<file path="config.mk">
export PLATFORM = sky130hd
export DESIGN_NAME = cpu_boot_loader
export DESIGN_NICKNAME = d
export VERILOG_FILES = /design/src/rtl/cpu_boot_loader.sv
export SDC_FILE = /design/constraint.sdc
export NUM_CORES = 1
export LEC_CHECK = 0
export BUFFER_PORTS_ARGS = -buffer_cell sky130_fd_sc_hd__clkbuf_2
export CAP_MARGIN = 0
export CORE_MARGIN = 2
export CORE_UTILIZATION = 50
export CTS_BUF_LIST = sky130_fd_sc_hd__clkbuf_2 sky130_fd_sc_hd__clkbuf_4 sky130_fd_sc_hd__clkbuf_8
export DETAILED_ROUTE_END_ITERATION = 8
export PLACE_DENSITY = 0.71
export SYNTH_ARGS = -nofsm -noshare
export SYNTH_HDL_FRONTEND = slang
export SYNTH_SLANG_ARGS = --single-unit
</file>
<file path="constraint.sdc">
create_clock -name clk -period 3.6 [get_ports clk]
set_input_delay 0.54 -clock clk [delete_from_list [all_inputs] [get_ports clk]]
set_output_delay 0.54 -clock clk [all_outputs]
set_load 0.01 [all_outputs]
</file>
<file path="src/rtl/cpu_boot_loader.sv">
// cpu_boot_loader: loads a length-prefixed byte stream into instruction memory, then runs the CPU until halt.
// Optional trailing XOR checksum byte is enabled by defining BOOT_CHECKSUM_EN.
module cpu_boot_loader #(
  parameter int ADDR_W = 8,
  parameter int CNT_W  = 16
) (
  input  logic              clk,
  input  logic              rst_n,
  input  logic [7:0]        rx_data_i,
  input  logic              rx_valid_i,
  output logic              rx_ready_o,
  output logic              imem_we_o,
  output logic [ADDR_W-1:0] imem_addr_o,
  output logic [15:0]       imem_wdata_o,
  output logic              cpu_reset_o,
  input  logic              cpu_halt_i,
  output logic              busy_o,
  output logic              done_o,
  output logic              err_o,
  output logic [CNT_W-1:0]  cycle_count_o
);
  // Accepting states are kept first so rx_ready decodes as state < RELEASE.
  typedef enum logic [3:0] {
    IDLE, LEN_LO, DATA_HI, DATA_LO,
`ifdef BOOT_CHECKSUM_EN
    CSUM,
`endif
    RELEASE, RUN, DONE, ERR
  } state_t;
  localparam logic [16:0] MAX_LEN = 17'(2 ** ADDR_W);
  state_t            state_q, state_d;
  logic [7:0]        len_hi_q, hi_q;
  logic [15:0]       len_q, len_in;
  logic [ADDR_W-1:0] idx_q;
  logic              acc, last;
`ifdef BOOT_CHECKSUM_EN
  logic [7:0]        xor_q;
`endif
  assign acc    = rx_valid_i && rx_ready_o;
  assign len_in = {len_hi_q, rx_data_i};
  assign last   = 16'(idx_q) == len_q - 16'd1;
  always_comb begin
    state_d = state_q;
    case (state_q)
      IDLE:    if (acc) state_d = LEN_LO;
      LEN_LO:  if (acc) state_d = (len_in == 16'd0 || {1'b0, len_in} > MAX_LEN) ? ERR : DATA_HI;
      DATA_HI: if (acc) state_d = DATA_LO;
`ifdef BOOT_CHECKSUM_EN
      DATA_LO: if (acc) state_d = last ? CSUM : DATA_HI;
      CSUM:    if (acc) state_d = (rx_data_i == xor_q) ? RELEASE : ERR;
`else
      DATA_LO: if (acc) state_d = last ? RELEASE : DATA_HI;
`endif
      RELEASE: state_d = RUN;
      RUN:     if (cpu_halt_i) state_d = DONE;
      default: ;
    endcase
  end
  always_ff @(posedge clk or negedge rst_n) begin
    if (!rst_n) begin
      state_q       <= IDLE;
      len_hi_q      <= '0;
      hi_q          <= '0;
      len_q         <= '0;
      idx_q         <= '0;
      rx_ready_o    <= 1'b0;
      imem_we_o     <= 1'b0;
      imem_addr_o   <= '0;
      imem_wdata_o  <= '0;
      cpu_reset_o   <= 1'b1;
      busy_o        <= 1'b0;
      done_o        <= 1'b0;
      err_o         <= 1'b0;
      cycle_count_o <= '0;
`ifdef BOOT_CHECKSUM_EN
      xor_q         <= '0;
`endif
    end else begin
      state_q     <= state_d;
      rx_ready_o  <= state_d < RELEASE;
      busy_o      <= !(state_d inside {IDLE, DONE, ERR});
      done_o      <= state_d == DONE;
      err_o       <= state_d == ERR;
      cpu_reset_o <= !(state_d inside {RUN, DONE});
      imem_we_o   <= acc && state_q == DATA_LO;
      if (acc && state_q == IDLE) len_hi_q <= rx_data_i;
      if (acc && state_q == LEN_LO) begin
        len_q <= len_in;
        idx_q <= '0;
      end
      if (acc && state_q == DATA_HI) hi_q <= rx_data_i;
      if (acc && state_q == DATA_LO) begin
        imem_addr_o  <= idx_q;
        imem_wdata_o <= {hi_q, rx_data_i};
        idx_q        <= idx_q + 1'b1;
      end
`ifdef BOOT_CHECKSUM_EN
      if (acc && state_q == LEN_LO) xor_q <= '0;
      if (acc && (state_q == DATA_HI || state_q == DATA_LO)) xor_q <= xor_q ^ rx_data_i;
`endif
      if (state_q == RUN && !cpu_halt_i && cycle_count_o != '1) cycle_count_o <= cycle_count_o + 1'b1;
    end
  end
endmodule

</file>
==> qor.json, run 1 <==
{
  "floorplanning": {
    "number_of_top_level_pins": 58,
    "die_area_um2": 9100,
    "rows": 33,
    "die_w_um": 95.4,
    "core_region_area_um2": 8180,
    "die_height_um": 95.4,
    "initial_core_util": 0.511
  },
  "timing": {
    "clock.fmax_ghz": 0.327,
    "finalSetupViolCount": 0,
    "layout_worst_path_cycle_share": 0.849,
    "timing.final.ws_setup_ns": 0.543,
    "setup-tns-final_ns": 0,
    "clk_skew_ns": 0.0102,
    "rsz0062_at_grt": "false",
    "tightest_slew_ns": 1.09,
    "relSlewSlack": 0.276,
    "hold_viol_final": 0,
    "period_needed_ns": 3.06,
    "slew_viol_final": 0
  },
  "cells_and_area": {
    "n_fill_cell": 713,
    "syn_to_final_growth_pct": 15.3,
    "drive_gt1_frac": 0.209,
    "layout_commonest_cell": "sky130_fd_sc_hd__nand2_1",
    "antenna_cells": 0,
    "final_nets": 504,
    "final_cell_count_no_fill": 598,
    "most-common-layout-cells": "136 x sky130_fd_sc_hd__nand2_1, 89 x sky130_fd_sc_hd__dfrtp_1, 56 x sky130_fd_sc_hd__clkbuf_2"
  },
  "logic_synthesis": {
    "synthDominantCellAreaShare": 0.533,
    "synth.net_count": 449,
    "synth.avg_cell_area_um2": 9.62,
    "post-synth-top-area-cell": "sky130_fd_sc_hd__dfrtp_1",
    "synth_edf_count": 0,
    "ys_types": 50,
    "synth-seq-cells": 90,
    "synth-warning-count": 0,
    "asyncSetResetFlopFracSynth": 1.00,
    "postSynth.topFlopCell": "sky130_fd_sc_hd__dfrtp_1",
    "synth.cell_area_um2": 4180,
    "synthTopCellsByArea": "sky130_fd_sc_hd__dfrtp_1 53%, sky130_fd_sc_hd__nand2_1 12%, sky130_fd_sc_hd__mux2_2 4.6%",
    "synth-seq-area-share": 0.540,
    "post_synth_inst_count": 434
  },
  "drt": {
    "routedWlPerCell_um": 15.2,
    "finalWirelength_um": 9100,
    "num_vias": 3268,
    "detail-route-antenna-nets": 0,
    "route.detailed.drc": 0,
    "post_drt_via_cell_ratio": 5.46,
    "detail_route.first_pass.iterations": 4,
    "starting_drc_count_in_detailed_routing": 234
  },
  "pwr": {
    "seq_power_share": 0.500,
    "combPwrFrac": 0.165,
    "power_density_nw_per_um2": 510,
    "p_sw_uw": 664,
    "net_sw_frac": 0.270,
    "leakage_component_of_the_power_nw": 2.40,
    "vdd_drop_max_v": 0.000334,
    "p_clk_frac": 0.335,
    "internal_power_mw": 1.79
  },
  "cts": {
    "cts_root_buffer": "sky130_fd_sc_hd__clkbuf_8",
    "clkLatencyLatePin_ns": 0.34,
    "post_cts_hold_buffer_count": 0,
    "numClockSinks": 90,
    "cts_buffers": 9,
    "clk_path_buf_depth": 2,
    "h-tree-depth": 3,
    "cts_setup_buffers": 0,
    "clock_tree_from_tritoncts": "yes",
    "clkTransAtPathRegs_ns": 0.09,
    "postCtsResizedCells": 0
  },
  "global_routing": {
    "grt_pass1_wl_um": 15000,
    "groute.usage.overall": 0.215,
    "number_of_antenna_violations_at_the_first_check_in_global_routing": 0,
    "grt_pass1_vias": 3059,
    "grt-ovfl-total": 0,
    "grt_max_degree": 91
  },
  "hold_path": {
    "min_path_type": "input pin to async pin"
  },
  "placed_design": {
    "hpwl_after_detailed_placement_um": 6320,
    "gp_routability_congestion": 0.863,
    "post-place-ws_ns": 0.590,
    "placed_cells_incl_taps": 583,
    "portBuffers": 57
  },
  "setup_path": {
    "crit_type": "flip-flop to flip-flop",
    "critical_path.startpoint_type": "flip-flop",
    "cp-end-kind": "flip-flop",
    "worstSetupStartpoint": "len_q[0]",
    "worst-endpoint-arrival_ns": 3.33,
    "cp.required_ns": 3.87,
    "timing.critical_path.fanout_max": 6,
    "critical_path.reg2reg.startpoint": "len_q[0]"
  },
  "run": {
    "cap_viol_max_count": 0
  },
  "outcome": {
    "outcome": "finished, final reports clean"
  }
}
## sequential cells by signal, summed over array words and instances, names as in the netlist
register / count
imem_addr_o: 8
idx_q: 8
cycle_count_o: 16
hi_q: 8
cpu_reset_o: 1
imem_we_o: 1
done_o: 1
imem_wdata_o: 16
err_o: 1
rx_ready_o: 1
busy_o: 1
len_q: 16
state_q: 4
len_hi_q: 8
## per-stage QoR
| step | total power [mW] | area (um^2) | hold slack, ns | util |
|---|---|---|---|---|
| 2_1_floorplan | 1.49 | 4180 | 0.244 | - |
| 3_3_place_gp | 1.64 | 4570 | 0.445 | 0.559 |
| 3_5_place_dp | 1.66 | 4570 | 0.454 | 0.559 |
| 4_1_cts | 2.48 | 4810 | 0.437 | 0.589 |
| 5_1_grt | 2.59 | 4810 | 0.454 | 0.589 |
| 6_report | 2.46 | 4810 | 0.374 | 0.589 |
## logic make-up after synthesis
family                   count (synthesis)  share of synthesized area
XOR/XNOR                                27                     0.0566
multiplexers                            18                     0.0482
flip-flops                              90                      0.540
AND/OR/NAND/NOR                        220                      0.242
buffers and inverters                   30                     0.0270
AO/OA/AOI/OAI                           46                     0.0773
adder cells (fa/ha/maj)                  3                    0.00899
## cell usage after synthesis, drive strengths merged (2+ instances only)
master   instances
nor4bb           2
a2111o           2
a2111oi          2
or4              2
and3b            2
a22o             2
nand3           11
xnor2           19
o41ai            2
nor2            13
a21o             4
clkbuf          18
nor3b            3
dfrtp           89
and2             5
or3              3
ha               3
nor4             8
mux2            17
inv             10
o21ai           15
and3             5
o22ai            2
nor3            13
nor2b            2
nand2b           3
nand2          136
xor2             8
nand4           10
a21oi            8
## layout make-up
class	count	area (um^2)	share of cell area
Sequential cell	90	2250	0.468
Timing Repair Buffer	63	333	0.0692
Clock buffer	11	145	0.0302
Multi-Input combinational cell	314	1810	0.376
Clock inverter	4	98.8	0.0205
Tap cell	105	131	0.0273
Inverter	11	41.3	0.00858
## power by group through the flow
stage / registers (mW) / clock network (mW) / logic [mW]
after floorplan: 1.26 / 0 / 0.230
after global placement: 1.24 / 0 / 0.398
after detailed placement: 1.25 / 0 / 0.409
after CTS: 1.23 / 0.839 / 0.411
after global routing: 1.25 / 0.881 / 0.458
final: 1.23 / 0.824 / 0.405
## worst paths after layout
| check | slack (ns) | cells past startpoint | endpoint |
|---|---|---|---|
| worst max-delay path | 0.54 | 10 | busy_o |
| worst min-delay path | 0.37 | 1 | imem_wdata_o[5] |
| worst max register to register | 0.54 | 10 | busy_o |
| worst min register to register | 0.47 | 2 | imem_wdata_o[12] |
| max in group asynchronous | 2.51 | 1 | len_hi_q[7] |
| min in group clk | 0.46 | 3 | len_q[5] |
## routing by layer
| layer | global-route usage | up-vias | routed length (um) |
|---|---|---|---|
| met3 | 0.0458 | 11 | 453 |
| met1 | 0.306 | 1592 | 4140 |
| met5 | 0 | - | 0 |
| met2 | 0.331 | 81 | 4370 |
| met4 | 0.0702 | 0 | 138 |
| li1 | - | 1584 | - |
## worst max-delay path: stages (launching register included)
cell and delay, ns:
sky130_fd_sc_hd__dfrtp_1 0.44, sky130_fd_sc_hd__inv_1 0.11, sky130_fd_sc_hd__ha_1 0.27, sky130_fd_sc_hd__nor4b_2 0.54, sky130_fd_sc_hd__nand4_1 0.19, sky130_fd_sc_hd__xnor2_1 0.16
sky130_fd_sc_hd__or4_1 0.44, sky130_fd_sc_hd__o41ai_2 0.40, sky130_fd_sc_hd__and2_2 0.24, sky130_fd_sc_hd__inv_2 0.05, sky130_fd_sc_hd__a22oi_2 0.13
(Power assumes the default switching activity.)
==> inputs of run 2 (changes only) <==
PLACE_DENSITY = 0.74   (was 0.71)
clock period = 2.8 ns   (was 3.6 ns; I/O delays follow)
==> qor.json, run 2 (synthesis results as in run 1) <==
{
  "placed_design": {
    "gp_routability_congestion": 0.904,
    "portBuffers": 57,
    "placedInstanceArea_um2": 4700,
    "hpwl_after_detailed_placement_um": 6750,
    "placed_cells_incl_taps": 599
  },
  "cts": {
    "clkTransAtPathRegs_ns": 0.10,
    "clock_tree_from_tritoncts": "yes",
    "cts_buffers": 9,
    "clk_path_buf_depth": 2,
    "h-tree-depth": 3,
    "cts_root_buffer": "sky130_fd_sc_hd__clkbuf_8",
    "numClockSinks": 90,
    "clkLatencyLatePin_ns": 0.36
  },
  "global_routing": {
    "grt_max_degree": 54,
    "grt-ovfl-total": 0,
    "number_of_antenna_violations_at_the_first_check_in_global_routing": 0,
    "grt_pass1_vias": 3215,
    "groute.usage.overall": 0.232,
    "grt_pass1_wl_um": 16200
  },
  "timing": {
    "relSlewSlack": 0.545,
    "finalSetupViolCount": 0,
    "slew_viol_final": 0,
    "tightest_slew_ns": 0.683,
    "layout_worst_path_cycle_share": 0.957,
    "hold_viol_final": 0,
    "period_needed_ns": 2.68,
    "rsz0062_at_grt": "false",
    "clk_skew_ns": 0.0172,
    "clock.fmax_ghz": 0.373
  },
  "setup_path": {
    "cp_slowest_cell": "sky130_fd_sc_hd__or4_4",
    "timing.critical_path.fanout_max": 6,
    "worst-path-buf-inv": 2,
    "worst_path_largest_cell_delay_ns": 0.45,
    "cp.required_ns": 3.07,
    "cp_cell_sequence": "inv_2, ha_4, xnor2_1, a21o_1, a2111o_1, or4_4, o41ai_4, and2_4, inv_2, a22oi_2",
    "critPathTopFamily": "compound AO/OA/AOI/OAI gates",
    "critical_path.startpoint_type": "flip-flop",
    "worst-endpoint-arrival_ns": 2.95,
    "cp-end-kind": "flip-flop",
    "worst_path_most_repeated_cell": "sky130_fd_sc_hd__inv_2",
    "crit_type": "flip-flop to flip-flop"
  },
  "drt": {
    "finalWirelength_um": 9490,
    "num_vias": 3377,
    "detail_route.first_pass.iterations": 5,
    "post_drt_via_cell_ratio": 5.47,
    "routedWlPerCell_um": 15.4,
    "starting_drc_count_in_detailed_routing": 273,
    "route.detailed.drc": 0,
    "detail-route-antenna-nets": 0
  },
  "cells_and_area": {
    "area.sequential_um2": 2250,
    "final_cell_count_no_fill": 617,
    "final_cell_area_um2": 4950,
    "antenna_cells": 0,
    "final_core_utilization": 0.606,
    "final_nets": 523,
    "drive_gt1_frac": 0.254,
    "most-common-layout-cells": "136 x sky130_fd_sc_hd__nand2_1, 89 x sky130_fd_sc_hd__dfrtp_1, 56 x sky130_fd_sc_hd__clkbuf_2",
    "reg.largest.list": "cycle_count_o: 16 flops, imem_wdata_o: 16 flops, len_q: 16 flops",
    "layout_commonest_cell": "sky130_fd_sc_hd__nand2_1",
    "syn_to_final_growth_pct": 18.6,
    "multi_input_comb_area_um2": 1870,
    "n_fill_cell": 703
  },
  "pwr": {
    "report.power.total_mw": 2.92,
    "power_density_nw_per_um2": 590,
    "vdd_drop_max_v": 0.000476,
    "leakage_component_of_the_power_nw": 2.49
  },
  "outcome": {
    "outcome": "finished, final reports clean"
  },
  "floorplanning": {
    "initial_core_util": 0.511,
    "die_area_um2": 9100,
    "rows": 33,
    "core_region_area_um2": 8180,
    "number_of_top_level_pins": 58,
    "die_height_um": 95.4,
    "die_w_um": 95.4
  },
  "hold_path": {
    "min_path_type": "input pin to async pin"
  },
  "run": {
    "cap_viol_max_count": 0
  }
}
## run 2: changes by cell type in the layout (fill, tap and decap cells not counted), sizes merged
cell,change
buf,+19
bufinv,-3
clkbuf,-1
clkinv,+2
clkinvlp,+1
inv,+1
## run 2: routing by layer
| metal | track usage | part of all wire |
|---|---|---|
| met1 | 0.324 | 0.46 |
| met3 | 0.0364 | 0.043 |
| met5 | 0 | 0 |
| met2 | 0.372 | 0.48 |
| met4 | 0.0774 | 0.016 |
## run 2: metrics by stage
stage / hold WS [ns] / TNS (ns) / setup slack [ns]
after floorplan: 0.124 / 0 / 0.0398
after global placement: 0.442 / 0 / 0.0342
after detailed placement: 0.447 / -0.0487 / -0.0487
after CTS: 0.106 / 0 / 0.00619
after global routing: 0.152 / 0 / 0.00924
final: 0.0946 / 0 / 0.119
## run 2: where the power goes
part	switching (mW)	internal, mW	total (mW)
combinational	0.316	0.232	0.548
sequential	0.113	1.46	1.57
clock	0.468	0.334	0.803
## run 2: final timing paths
kind                              start               end  slack [ns]  cells past startpoint
max in group asynchronous         rst_n       len_hi_q[5]        2.06                      2
min                               rst_n    imem_addr_o[6]        0.09                      1
max                            len_q[0]            busy_o        0.12                     10
max reg2reg                    len_q[0]            busy_o        0.12                     10
min reg2reg                     hi_q[4]  imem_wdata_o[12]        0.47                      2
min in group clk           rx_data_i[3]   imem_wdata_o[3]        0.32                      3
## run 2: cell type report
type,instances,area share
Inverter,11,0.00834
Clock inverter,5,0.00783
Tap cell,105,0.0265
Timing Repair Buffer,82,0.0986
Sequential cell,90,0.455
Clock buffer,10,0.0265
Multi-Input combinational cell,314,0.377
## run 2: timing repair
item | CTS | global route
buffers inserted | 1 | 3
cloned | 0 | 0
endpoints found under the setup margin | 4 | 7
gates resized for setup | 3 | 9
pin swaps | 2 | 6
hold buffers | 0 | 0
==> inputs of run 3 (changes only) <==
PLACE_DENSITY = 0.79   (was 0.74)
==> qor.json, run 3 (synthesis results as in run 1) <==
{
  "outcome": {
    "outcome": "finished, final reports clean"
  },
  "drt": {
    "post_drt_via_cell_ratio": 5.68,
    "num_vias": 3478,
    "finalWirelength_um": 9460,
    "starting_drc_count_in_detailed_routing": 292,
    "routedWlPerCell_um": 15.5,
    "route.detailed.drc": 0,
    "detail_route.first_pass.iterations": 4,
    "detail-route-antenna-nets": 0
  },
  "global_routing": {
    "grt_pass1_wl_um": 16000,
    "groute.usage.overall": 0.227,
    "grt_pass1_vias": 3361,
    "grt-ovfl-total": 0,
    "grt_max_degree": 45,
    "number_of_antenna_violations_at_the_first_check_in_global_routing": 0
  },
  "timing": {
    "finalSetupViolCount": 0,
    "setup-tns-final_ns": 0,
    "hold_viol_final": 0,
    "layout_worst_path_cycle_share": 0.966,
    "rsz0062_at_grt": "true",
    "tightest_slew_ns": 0.561,
    "slew_viol_final": 0,
    "clk_skew_ns": 0.00991,
    "relSlewSlack": 0.616,
    "period_needed_ns": 2.70,
    "clock.fmax_ghz": 0.370
  },
  "setup_path": {
    "worst-endpoint-arrival_ns": 2.99,
    "r2r_setup_slack_ns": 0.1,
    "worst-path-buf-inv": 2,
    "critPathTopFamily": "compound AO/OA/AOI/OAI gates",
    "worst_path_largest_cell_delay_ns": 0.57,
    "cp_slowest_cell": "sky130_fd_sc_hd__or4_4",
    "worst_path_most_repeated_cell": "sky130_fd_sc_hd__inv_2",
    "timing.critical_path.fanout_max": 3,
    "cp.required_ns": 3.08,
    "cp-end-kind": "flip-flop",
    "cp_cell_sequence": "inv_2, ha_4, nor3b_1, a21o_1, a2111o_1, or4_4, o41ai_4, and2_4, inv_2, a22oi_2",
    "crit_type": "flip-flop to flip-flop",
    "critical_path.startpoint_type": "flip-flop"
  },
  "pwr": {
    "combPwrFrac": 0.176,
    "net_sw_frac": 0.296,
    "p_clk_frac": 0.299,
    "power_density_nw_per_um2": 607,
    "p_sw_uw": 890,
    "internal_power_mw": 2.12,
    "seq_power_share": 0.526,
    "leakage_component_of_the_power_nw": 2.47,
    "vdd_drop_max_v": 0.000406
  },
  "floorplanning": {
    "core_region_area_um2": 8180,
    "number_of_top_level_pins": 58,
    "die_w_um": 95.4,
    "die_height_um": 95.4,
    "rows": 33,
    "die_area_um2": 9100,
    "initial_core_util": 0.511
  },
  "cells_and_area": {
    "final_core_utilization": 0.607,
    "reg.largest.list": "cycle_count_o: 16 flops, imem_wdata_o: 16 flops, len_q: 16 flops",
    "antenna_cells": 0,
    "syn_to_final_growth_pct": 18.8,
    "final_nets": 517,
    "drive_gt1_frac": 0.249,
    "most-common-layout-cells": "136 x sky130_fd_sc_hd__nand2_1, 89 x sky130_fd_sc_hd__dfrtp_1, 56 x sky130_fd_sc_hd__clkbuf_2",
    "layout_commonest_cell": "sky130_fd_sc_hd__nand2_1",
    "n_fill_cell": 672
  },
  "cts": {
    "cts_buffers": 9,
    "numClockSinks": 90,
    "clkLatencyLatePin_ns": 0.37,
    "clkTransAtPathRegs_ns": 0.09,
    "cts_root_buffer": "sky130_fd_sc_hd__clkbuf_8",
    "h-tree-depth": 3,
    "clock_tree_from_tritoncts": "yes",
    "clk_path_buf_depth": 2
  },
  "placed_design": {
    "portBuffers": 57,
    "gp_routability_congestion": 1.00,
    "hpwl_after_detailed_placement_um": 6610
  },
  "hold_path": {
    "min_path_type": "input pin to async pin"
  },
  "run": {
    "cap_viol_max_count": 0
  }
}
==> run 3: cell count changes in the layout (fill, tap and decap cells not counted), sizes merged <==
| cell | delta |
|---|---|
| inv | -1 |
| clkinvlp | +1 |
| bufinv | +1 |
| clkbuf | +1 |
| buf | -6 |
| clkinv | -1 |
==> run 3: power groups by stage <==
stage	combinational, mW	sequential (mW)	clock [mW]
final	0.528	1.58	0.899
after detailed placement	0.529	1.61	0
after floorplan	0.296	1.62	0
after global placement	0.511	1.60	0
after global routing	0.606	1.60	0.965
after CTS	0.532	1.58	0.917
==> run 3: repair_timing <==
action | CTS | global route
setup buffers | 0 | 3
endpoints found under the setup margin | 1 | 7
resized for setup | 2 | 14
pin swaps | 1 | 6
hold buffers | 0 | 0
==> run 3: metal layers <==
layer / vias to the layer above / GRT usage / wire length [um]
met2: 114 / 0.359 / 4630
met1: 1726 / 0.305 / 4040
met4: 0 / 0.0976 / 266
met5: - / 0 / 0
li1: 1616 / - / -
met3: 22 / 0.0490 / 522
==> run 3: cell type report <==
type,count,area (um^2),area share
Sequential cell,90,2250,0.454
Multi-Input combinational cell,314,1890,0.381
Timing Repair Buffer,76,443,0.0893
Tap cell,105,131,0.0265
Inverter,11,41.3,0.00833
Clock inverter,5,62.6,0.0126
Clock buffer,11,139,0.0280
==> run 3: final timing paths <==
path / start / end / cells past startpoint
max: len_q[1] / busy_o / 10
min: rst_n / imem_addr_o[6] / 1
max reg2reg: len_q[1] / busy_o / 10
min reg2reg: hi_q[0] / imem_wdata_o[8] / 2
max in group asynchronous: rst_n / hi_q[5] / 2
min in group clk: rx_data_i[3] / imem_wdata_o[3] / 3
==> run 3: per-stage QoR <==
stage	hold slack [ns]	cells	setup WS [ns]	area, um^2	power [mW]
2_1_floorplan	0.124	434	0.0398	4180	1.91
3_3_place_gp	0.441	593	0.0445	4660	2.11
3_5_place_dp	0.446	593	-0.0776	4660	2.14
4_1_cts	0.0491	609	0.0180	4870	3.03
5_1_grt	0.0661	612	-0.0490	4960	3.18
6_report	0.0320	612	0.0956	4960	3.01
